**src/rtl/dram_access_arbiter_if.sv**
```systemverilog
// DRAM burst command channel between the access arbiter and the DRAM master adapter.
interface dram_access_arbiter_if #(
    parameter int unsigned DRAM_ADDR_WIDTH = 39
);
    logic                       cmd_valid;
    logic                       cmd_ready;
    logic                       cmd_rnw;
    logic [DRAM_ADDR_WIDTH-1:0] cmd_addr;
    logic [7:0]                 cmd_len;
    logic                       cmd_done;

    // Arbiter side: issues commands, observes acceptance and completion.
    modport master (
        output cmd_valid,
        output cmd_rnw,
        output cmd_addr,
        output cmd_len,
        input  cmd_ready,
        input  cmd_done
    );

    // DRAM adapter side.
    modport slave (
        input  cmd_valid,
        input  cmd_rnw,
        input  cmd_addr,
        input  cmd_len,
        output cmd_ready,
        output cmd_done
    );
endinterface

```
**src/rtl/dram_access_arbiter.sv**
```systemverilog
// Shares the DRAM burst command port between the upload write path and the display
// refill read path. One latched request per requester, urgent-read priority otherwise
// round-robin, one burst in flight at a time with a completion timeout.
module dram_access_arbiter #(
    parameter int unsigned DRAM_ADDR_WIDTH = 39,
    parameter int unsigned DRAM_DATA_WIDTH = 128,
    parameter int unsigned TIMEOUT_CYCLES  = 4096
) (
    input  logic                       s_axi_aclk,
    input  logic                       s_axi_aresetn,

    input  logic                       rd_req_en,
    input  logic [DRAM_ADDR_WIDTH-1:0] rd_req_addr,
    input  logic [7:0]                 rd_req_len,
    input  logic                       rd_urgent,
    output logic                       rd_busy,

    input  logic                       wr_req_en,
    input  logic [DRAM_ADDR_WIDTH-1:0] wr_req_addr,
    input  logic [7:0]                 wr_req_len,
    output logic                       wr_busy,

    dram_access_arbiter_if.master      cmd,

    input  logic                       clear_err,
    output logic                       req_drop_err,
    output logic                       timeout_err
);

    localparam int unsigned ALIGN_BITS = $clog2(DRAM_DATA_WIDTH / 8);
    localparam logic [DRAM_ADDR_WIDTH-1:0] ALIGN_MASK =
        ~((DRAM_ADDR_WIDTH'(1) << ALIGN_BITS) - DRAM_ADDR_WIDTH'(1));
    localparam int unsigned TIMER_W = (TIMEOUT_CYCLES > 2) ? $clog2(TIMEOUT_CYCLES) : 1;
    localparam logic [TIMER_W-1:0] TIMER_LAST = TIMER_W'(TIMEOUT_CYCLES - 1);

    typedef enum logic [1:0] {StIdle, StIssue, StWait} state_e;

    state_e                     state_q, state_d;
    logic                       rd_pending_q, wr_pending_q;
    logic [DRAM_ADDR_WIDTH-1:0] rd_addr_q, wr_addr_q;
    logic [7:0]                 rd_len_q, wr_len_q;
    logic                       grant_rd_q;       // requester owning the current burst
    logic                       last_grant_rd_q;  // reset to write so the first tie goes to read
    logic [DRAM_ADDR_WIDTH-1:0] cmd_addr_q;
    logic [7:0]                 cmd_len_q;
    logic [TIMER_W-1:0]         timer_q;
    logic                       req_drop_err_q, timeout_err_q;

    logic grant_valid, grant_rd, do_grant, timeout_hit, accept, rd_drop, wr_drop;

    // Arbitration decision from registered pending flags; only acted on in StIdle.
    always_comb begin
        grant_valid = rd_pending_q | wr_pending_q;
        if (rd_pending_q && wr_pending_q) begin
            grant_rd = rd_urgent | ~last_grant_rd_q;
        end else begin
            grant_rd = rd_pending_q;
        end
        do_grant    = (state_q == StIdle) && grant_valid;
        accept      = (state_q == StIssue) && cmd.cmd_ready;
        timeout_hit = (state_q == StWait) && !cmd.cmd_done && (timer_q == TIMER_LAST);
        rd_drop     = rd_req_en & rd_busy;
        wr_drop     = wr_req_en & wr_busy;
    end

    // FSM state register.
    always_ff @(posedge s_axi_aclk or negedge s_axi_aresetn) begin
        if (!s_axi_aresetn) begin
            state_q <= StIdle;
        end else begin
            state_q <= state_d;
        end
    end

    // FSM next-state logic.
    always_comb begin
        state_d = state_q;
        unique case (state_q)
            StIdle:  if (grant_valid) state_d = StIssue;
            StIssue: if (cmd.cmd_ready) state_d = StWait;
            StWait:  if (cmd.cmd_done || timeout_hit) state_d = StIdle;
            default: state_d = StIdle;
        endcase
    end

    // FSM outputs: command port, busy flags and sticky errors.
    always_comb begin
        cmd.cmd_valid = (state_q == StIssue);
        cmd.cmd_rnw   = grant_rd_q;
        cmd.cmd_addr  = cmd_addr_q;
        cmd.cmd_len   = cmd_len_q;
        rd_busy       = rd_pending_q | ((state_q != StIdle) & grant_rd_q);
        wr_busy       = wr_pending_q | ((state_q != StIdle) & ~grant_rd_q);
        req_drop_err  = req_drop_err_q;
        timeout_err   = timeout_err_q;
    end

    // Request latches; a strobe is only taken while its requester is not busy.
    always_ff @(posedge s_axi_aclk or negedge s_axi_aresetn) begin
        if (!s_axi_aresetn) begin
            rd_pending_q <= 1'b0;
            wr_pending_q <= 1'b0;
            rd_addr_q    <= '0;
            wr_addr_q    <= '0;
            rd_len_q     <= '0;
            wr_len_q     <= '0;
        end else begin
            if (rd_req_en && !rd_busy) begin
                rd_pending_q <= 1'b1;
                rd_addr_q    <= rd_req_addr;
                rd_len_q     <= rd_req_len;
            end else if (do_grant && grant_rd) begin
                rd_pending_q <= 1'b0;
            end
            if (wr_req_en && !wr_busy) begin
                wr_pending_q <= 1'b1;
                wr_addr_q    <= wr_req_addr;
                wr_len_q     <= wr_req_len;
            end else if (do_grant && !grant_rd) begin
                wr_pending_q <= 1'b0;
            end
        end
    end

    // Grant bookkeeping and command fields, frozen from grant until the next grant.
    always_ff @(posedge s_axi_aclk or negedge s_axi_aresetn) begin
        if (!s_axi_aresetn) begin
            grant_rd_q      <= 1'b0;
            last_grant_rd_q <= 1'b0;
            cmd_addr_q      <= '0;
            cmd_len_q       <= '0;
        end else if (do_grant) begin
            grant_rd_q      <= grant_rd;
            last_grant_rd_q <= grant_rd;
            cmd_addr_q      <= (grant_rd ? rd_addr_q : wr_addr_q) & ALIGN_MASK;
            cmd_len_q       <= grant_rd ? rd_len_q : wr_len_q;
        end
    end

    // Completion timer: cleared on command accept, counts while waiting for cmd_done.
    always_ff @(posedge s_axi_aclk or negedge s_axi_aresetn) begin
        if (!s_axi_aresetn) begin
            timer_q <= '0;
        end else if (accept) begin
            timer_q <= '0;
        end else if (state_q == StWait) begin
            timer_q <= timer_q + 1'b1;
        end
    end

    // Sticky error flags; a new error beats a simultaneous clear.
    always_ff @(posedge s_axi_aclk or negedge s_axi_aresetn) begin
        if (!s_axi_aresetn) begin
            req_drop_err_q <= 1'b0;
            timeout_err_q  <= 1'b0;
        end else begin
            if (rd_drop || wr_drop) begin
                req_drop_err_q <= 1'b1;
            end else if (clear_err) begin
                req_drop_err_q <= 1'b0;
            end
            if (timeout_hit) begin
                timeout_err_q <= 1'b1;
            end else if (clear_err) begin
                timeout_err_q <= 1'b0;
            end
        end
    end

endmodule

```
**src/flat_wrapper.sv**
```systemverilog
// flat-port wrapper written by rule: the top's interface ports become plain ports
module dram_access_arbiter_flat 
#(
    parameter int unsigned DRAM_ADDR_WIDTH = 39,
    parameter int unsigned DRAM_DATA_WIDTH = 128,
    parameter int unsigned TIMEOUT_CYCLES  = 4096
)
  (s_axi_aclk, s_axi_aresetn, rd_req_en, rd_req_addr, rd_req_len, rd_urgent, rd_busy, wr_req_en, wr_req_addr, wr_req_len, wr_busy, clear_err, req_drop_err, timeout_err, cmd_cmd_valid, cmd_cmd_rnw, cmd_cmd_addr, cmd_cmd_len, cmd_cmd_ready, cmd_cmd_done);
  dram_access_arbiter_if #(.DRAM_ADDR_WIDTH(DRAM_ADDR_WIDTH)) cmd_i ();
  input  logic s_axi_aclk;
  input  logic s_axi_aresetn;
  input  logic rd_req_en;
  input  logic [DRAM_ADDR_WIDTH-1:0] rd_req_addr;
  input  logic [7:0] rd_req_len;
  input  logic rd_urgent;
  output logic rd_busy;
  input  logic wr_req_en;
  input  logic [DRAM_ADDR_WIDTH-1:0] wr_req_addr;
  input  logic [7:0] wr_req_len;
  output logic wr_busy;
  input  logic clear_err;
  output logic req_drop_err;
  output logic timeout_err;
  output wire logic [$bits(cmd_i.cmd_valid)-1:0] cmd_cmd_valid;
  output wire logic [$bits(cmd_i.cmd_rnw)-1:0] cmd_cmd_rnw;
  output wire logic [$bits(cmd_i.cmd_addr)-1:0] cmd_cmd_addr;
  output wire logic [$bits(cmd_i.cmd_len)-1:0] cmd_cmd_len;
  input wire logic [$bits(cmd_i.cmd_ready)-1:0] cmd_cmd_ready;
  input wire logic [$bits(cmd_i.cmd_done)-1:0] cmd_cmd_done;
  assign cmd_cmd_valid = cmd_i.cmd_valid;
  assign cmd_cmd_rnw = cmd_i.cmd_rnw;
  assign cmd_cmd_addr = cmd_i.cmd_addr;
  assign cmd_cmd_len = cmd_i.cmd_len;
  assign cmd_i.cmd_ready = cmd_cmd_ready;
  assign cmd_i.cmd_done = cmd_cmd_done;
  dram_access_arbiter #(.DRAM_ADDR_WIDTH(DRAM_ADDR_WIDTH), .DRAM_DATA_WIDTH(DRAM_DATA_WIDTH), .TIMEOUT_CYCLES(TIMEOUT_CYCLES)) u_core (.s_axi_aclk(s_axi_aclk), .s_axi_aresetn(s_axi_aresetn), .rd_req_en(rd_req_en), .rd_req_addr(rd_req_addr), .rd_req_len(rd_req_len), .rd_urgent(rd_urgent), .rd_busy(rd_busy), .wr_req_en(wr_req_en), .wr_req_addr(wr_req_addr), .wr_req_len(wr_req_len), .wr_busy(wr_busy), .cmd(cmd_i), .clear_err(clear_err), .req_drop_err(req_drop_err), .timeout_err(timeout_err));
endmodule
```
**config.mk**
```make
export PLATFORM = sky130hd
export DESIGN_NAME = dram_access_arbiter_flat
export DESIGN_NICKNAME = d
export VERILOG_FILES = /design/src/rtl/dram_access_arbiter_if.sv /design/src/rtl/dram_access_arbiter.sv /design/src/flat_wrapper.sv
export SDC_FILE = /design/constraint.sdc
export NUM_CORES = 1
export LEC_CHECK = 0
export ABC_AREA = 1
export BUFFER_PORTS_ARGS = -buffer_cell sky130_fd_sc_hd__buf_2
export CAP_MARGIN = 40
export CORE_MARGIN = 2
export CORE_UTILIZATION = 48
export CTS_CLUSTER_DIAMETER = 40
export DETAILED_ROUTE_END_ITERATION = 8
export GPL_TIMING_DRIVEN = 0
export PLACE_DENSITY = 0.77
export RECOVER_POWER = 50
export REMOVE_ABC_BUFFERS = 1
export SLEW_MARGIN = 20
export SYNTH_ARGS = -nofsm -noshare
export SYNTH_HDL_FRONTEND = slang
export SYNTH_SLANG_ARGS = --single-unit
```
**constraint.sdc**
```tcl
create_clock -name s_axi_aclk -period 1.3 [get_ports s_axi_aclk]
set_input_delay 0.13 -clock s_axi_aclk [delete_from_list [all_inputs] [get_ports s_axi_aclk]]
set_output_delay 0.13 -clock s_axi_aclk [all_outputs]
set_load 0.01 [all_outputs]
```
* After elaboration in Yosys (flattened, before gate mapping)
Cells that the tools add are included.
Storage, ports and cells: bits in registers 156, bits of input ports 102, output and inout bits 53, word-level logic and storage cells 68
Cells by class: add/sub/neg operators 1, equality and inequality tests 6, multiplexer cells 16, bitwise operators 9, reduce and logical (&&, ||, !) cells 23
Operator list (count):
- 39-bit 2-to-1 mux | 1
- 12-bit 2-to-1 mux | 2
- 12-bit by 1-bit adder with 12-bit output, second input constant | 1
- 12-bit equality test, second input constant | 1
- 2-bit nonzero test | 6
- 1-bit logical AND | 9
- 1-bit 2-to-1 mux | 8
- 8-bit 2-to-1 mux | 1
- 2-bit 2-to-1 mux | 3
- 2-bit one-hot mux with 3 select lines | 1
- 1-bit AND | 4
- 1-bit logical NOT | 4
- 2-bit by 1-bit inequality test with 1-bit output, second input constant | 2
- 1-bit bitwise OR | 4
- 3-bit AND reduction | 1
- 2-bit by 1-bit equality test with 1-bit output, second input constant | 1
- 2-bit equality test, second input constant | 1
- 2-bit logical NOT | 1
- 1-bit logical OR | 2
- 2-bit inequality test, second input constant | 1
- 1-bit NOT | 1

* Longest topological paths before layout
word-level depth 7, mapped depth 8

* Least setup slack after synthesis
No wires, ideal clock.
path kind reg-to-reg, from register u_core.timer_q[0], to register u_core.timer_q[8], arrival time 1.221 ns, data required time 1.180 ns, slack -0.041 ns, cell stages (with the launch flop) 7, path buffers 0, period minus slack after synthesis 1.341 ns, path through dfrtp_1 ha_1 nand2_1 nor2_1 nand3_1 o21ai_0 inv_1
On the way: word-level cells in the longest chain between the ends 3
RTL lines:
- start, declared | line dram_access_arbiter.sv:46 | logic [TIMER_W-1:0] timer_q;
- start signal, assigned | line dram_access_arbiter.sv:147 | timer_q <= timer_q + 1'b1;
- 12-bit by 1-bit adder with 12-bit output | line dram_access_arbiter.sv:147
- 12-bit 2-to-1 mux | line dram_access_arbiter.sv:146 | end else if (state_q == StWait) begin
- 12-bit 2-to-1 mux | line dram_access_arbiter.sv:144 | end else if (accept) begin
Every way passes these cells. The select of a mux whose other input is x is not followed. A chain may end at the register's enable or synchronous reset.

* Worst setup path in the final report
from register u_core.state_q[0], to register u_core.wr_addr_q[11]
On the way: word-level cells in the longest chain between the ends 5
RTL lines:
- start, declared | line dram_access_arbiter.sv:38 | state_e state_q, state_d;
- start signal, assigned | line dram_access_arbiter.sv:69 | state_q <= StIdle;
- start signal, assigned | line dram_access_arbiter.sv:71 | state_q <= state_d;
- 2-bit nonzero test | line dram_access_arbiter.sv:93 | wr_busy = wr_pending_q | ((state_q != StIdle) & ~grant_rd_q);
- 1-bit AND | line dram_access_arbiter.sv:93
- 1-bit bitwise OR | line dram_access_arbiter.sv:93
- 1-bit logical NOT | line dram_access_arbiter.sv:115 | if (wr_req_en && !wr_busy) begin
- 1-bit logical AND | line dram_access_arbiter.sv:115
- end signal, assigned | line dram_access_arbiter.sv:117 | wr_addr_q <= wr_req_addr;
- end, declared | line dram_access_arbiter.sv:40 | logic [DRAM_ADDR_WIDTH-1:0] rd_addr_q, wr_addr_q;
Every way passes these cells.

==> flow_metrics.tcl <==
set metrics [dict create \
    timing.critical_path.buf_inv 3 \
    rsz0062_at_grt "true" \
    via_count 7542 \
    vias_in_the_first_global_route 6590 \
    ys_ff_latch 148 \
    irDropWorstVdd_mv 1.93 \
    critical-path-max-stage-delay_ns 0.40 \
    max_cap_violations 0 \
    hold_slack_ns 0.142 \
    dominantRegCellSynth "dfrtp_1" \
    crit_path_start_kind "flip-flop" \
    clock-skew-final_ns 0.0167 \
    failed_checks "negative setup slack" \
    yosysMostFrequentCell "nand2_1" \
    cts-buffers-inserted 17 \
    largest_net_degree_at_the_start_of_global_routing 88 \
    tritoncts_clock_tree "yes" \
    grt_use_total_pct 33.4 \
    remaining_drc_errors 0 \
    dr.first_iter.drc_count 797 \
    crit_path_end_kind "flip-flop" \
    worstPathCellList "nor2_2 -> inv_2 -> nand2_4 -> buf_4 -> buf_4 -> nand3_4 -> nand2_1 -> o21ai_0" \
    root_buffer "clkbuf_16" \
    timing.setup.critical_path_class "flip-flop to flip-flop" \
    timing.critical_path.slowest_stage_cell "dfrtp_1" \
    die_area_um2 14300 \
    wl_per_cell_um 25.9 \
    rows 42 \
    final-max-slew-violation-count 0 \
    die_width_um 120 \
    post-route-period-util_pct 128 \
    io_buffers 142 \
    dominant_cell_type_by_area_after_synthesis "dfrtp_1" \
    timing_worst_slew_pin_value_ns 0.932 \
    finish.utilization_pct 87.4 \
    netlist_top_cells_area "dfrtp_1 (58%), nand2_1 (12%), nand3_1 (7.7%)" \
    final_net_count 1159 \
    critical-path-top-cell-by-count "buf_4" \
    hold_path_depth 3 \
    cts.htree.levels 4 \
    finalSetupViolations 140 \
    clk_path_buf_depth 2 \
    drt_first_pass_iters 6 \
    worst-path-max-fanout 10 \
    synth_seq_area_share_pct 57.8 \
    yosys.cell_types.count 26 \
    outcome "finished, violations left" \
    overflow 0 \
    netlist_top_cells_count "nand2_1 (211), dfrtp_1 (148), inv_1 (108)" \
    timing.critical_path.max_delay_family "simple AND/OR/NAND/NOR gates" \
    p_leak_uw 0.00599 \
    place.gp.congestion 0.806 \
    number_of_enable_type_register_cells_in_the_synthesized_netlist 0 \
    power_per_cell_area_nw_per_um2 2680 \
    synth.cell_area_um2 6410 \
    ioPinCount 155 \
    dp_worst_setup_slack_ns -0.925 \
    data_required_time_of_the_critical_path_ns 1.60 \
    numClockSinks 148 \
    first_pass_grt_wire_length_mm 35.4 \
    post_route_cells_drive_above_1_share_pct 47.8 \
    drt_wl_total_mm 32.3 \
    ys.warnings.count 0 \
    final.fill_count 554 \
    syn_area_per_cell_um2 8.64 \
    dp_hpwl_mm 9.23 \
    fmax_ghz 0.603 \
    worst_hold_path_type "primary input to flip-flop" \
    share_of_async_settable_or_async_resettable_flops_after_synthesis_pct 100 \
    start_util_pct 48.8 \
    multiInputGateArea_um2 3530 \
    post_drt_via_cell_ratio 6.05 \
    worst_ep_arrival_time_ns 1.96 \
    vert_die_dim_um 120 \
    syn2layout_area_growth_pct 79.2 \
    depth_of_the_critical_timing_path_with_buffers_and_inverters_included 8 \
    hold_viol_final 0 \
    synth_top_area_share_pct 57.8 \
    syn_inst 742 \
    clk_pin_slew_ns 0.07 \
    layout.area.seq_um2 3710 \
    timing.max_slew.rel_slack_pct 37.9 \
    initial_antenna_violation_count 0 \
    final.setup.worst_slack_ns -0.360 \
    final_period_minus_worst_setup_slack_ns 1.66 \
    insertion_delay_ns 0.44 \
    ant_nets 0 \
    reg2reg_depth 8 \
    fp.coreArea_um2 13100 \
]
[power breakdown]
| part | switching, uW | leakage, uW | internal (uW) |
|---|---|---|---|
| Clock | 2130 | 0.000270 | 2740 |
| Combinational | 9660 | 0.00385 | 7220 |
| Sequential | 2370 | 0.00187 | 6610 |
[registers in the layout (all words and copies together) (netlist names)]
signal               count
u_core.timeout_err       1
u_core.cmd.cmd_len       8
u_core.timer_q          12
u_core.rd_len_q          8
u_core.wr_addr_q        35
u_core.rd_pending_q      1
u_core.cmd.cmd_addr     35
u_core.req_drop_err      1
u_core.rd_addr_q        35
u_core.wr_len_q          8
u_core.wr_pending_q      1
u_core.cmd.cmd_rnw       1
u_core.state_q           2
[tightest hold or removal path: cells and delay by family]
kind                   cells  cell delay, ns
and+or+nand+nor            1            0.11
buffers and inverters      1            0.17
AOI/OAI and AO/OA          1            0.11
[area by class of cell]
cell class | instances | area share [%]
Multi-Input combinational cell | 456 | 30.7
Clock buffer | 21 | 4.01
Timing Repair Buffer | 316 | 25.2
Timing Repair inverter | 7 | 1.07
Antenna cell | 1 | 0.0218
Clock inverter | 11 | 0.861
Tap cell | 176 | 1.92
Sequential cell | 148 | 32.3
Inverter | 110 | 3.97
[what timing repair did]
item,4_1_cts,5_1_grt
setup endpoints to repair,145,146
hold buffers,90,0
resized for setup,183,305
buffers inserted,36,25
endpoints found under the hold margin,151,0
gates cloned,22,15
pin swaps,27,28
[through the flow]
step           area, um^2  TNS, ns  power (uW)  instances
2_1_floorplan        6140   -93.41       11500        705
3_3_place_gp         7070  -527.85       13400       1023
5_1_grt             11500   -55.89       31500       1245
6_report            11500   -29.51       30700       1246
3_5_place_dp         7240   -68.86       14400       1029
4_1_cts             10100   -11.94       24600       1209
[placed cells by master (no fill, tap or decap), drive strengths merged]
| master | instances |
|---|---|
| conb | 4 |
| diode | 1 |
| nand2 | 217 |
| a21oi | 2 |
| a31oi | 1 |
| buf | 181 |
| o211ai | 1 |
| ha | 1 |
| clkbuf | 65 |
| dlygate4sd3 | 90 |
| o21bai | 1 |
| nor2 | 22 |
| clkinv | 10 |
| a2bb2oi | 1 |
| nand3 | 105 |
| bufinv | 1 |
| o21ai | 96 |
| bufbuf | 1 |
| dfrtp | 148 |
| o31ai | 1 |
| inv | 113 |
| clkinvlp | 4 |
| nand4 | 4 |
[kinds of logic (layout without fill, tap and decap cells)]
kind of cell / after synthesis / after routing / share of synthesized area [%]
buf+inv: 150 / 465 / 10.8
simple gates: 339 / 348 / 22.8
fa+ha+maj: 1 / 1 / 0.195
flops: 148 / 148 / 57.8
compound gates: 103 / 103 / 8.30
other cells: 1 / 5 / 0.0585
[path summary, 6_finish.rpt]
path	startpoint	to	slack, ns
min in group asynchronous	s_axi_aresetn	u_core.rd_addr_q[38]$_DFFE_PN0P_	0.38
worst max-delay path	u_core.state_q[0]$_DFFE_PN0P_	u_core.wr_addr_q[11]$_DFFE_PN0P_	-0.36
worst max register to register	u_core.state_q[0]$_DFFE_PN0P_	u_core.wr_addr_q[11]$_DFFE_PN0P_	-0.36
worst min register to register	u_core.rd_addr_q[38]$_DFFE_PN0P_	u_core.rd_addr_q[38]$_DFFE_PN0P_	0.49
worst min-delay path	rd_req_en	u_core.req_drop_err$_DFFE_PN0P_	0.14
max in group asynchronous	s_axi_aresetn	u_core.rd_addr_q[36]$_DFFE_PN0P_	0
[routing by layer]
metal	vias to the layer above	share of wire, %	global-route usage [%]
li1	2976	-	-
met1	3597	33	41.0
met2	687	47	55.2
met3	282	11	8.75
met4	0	9.4	15.6
met5	-	0	0
No activity file was read; power rests on OpenSTA's default activity.
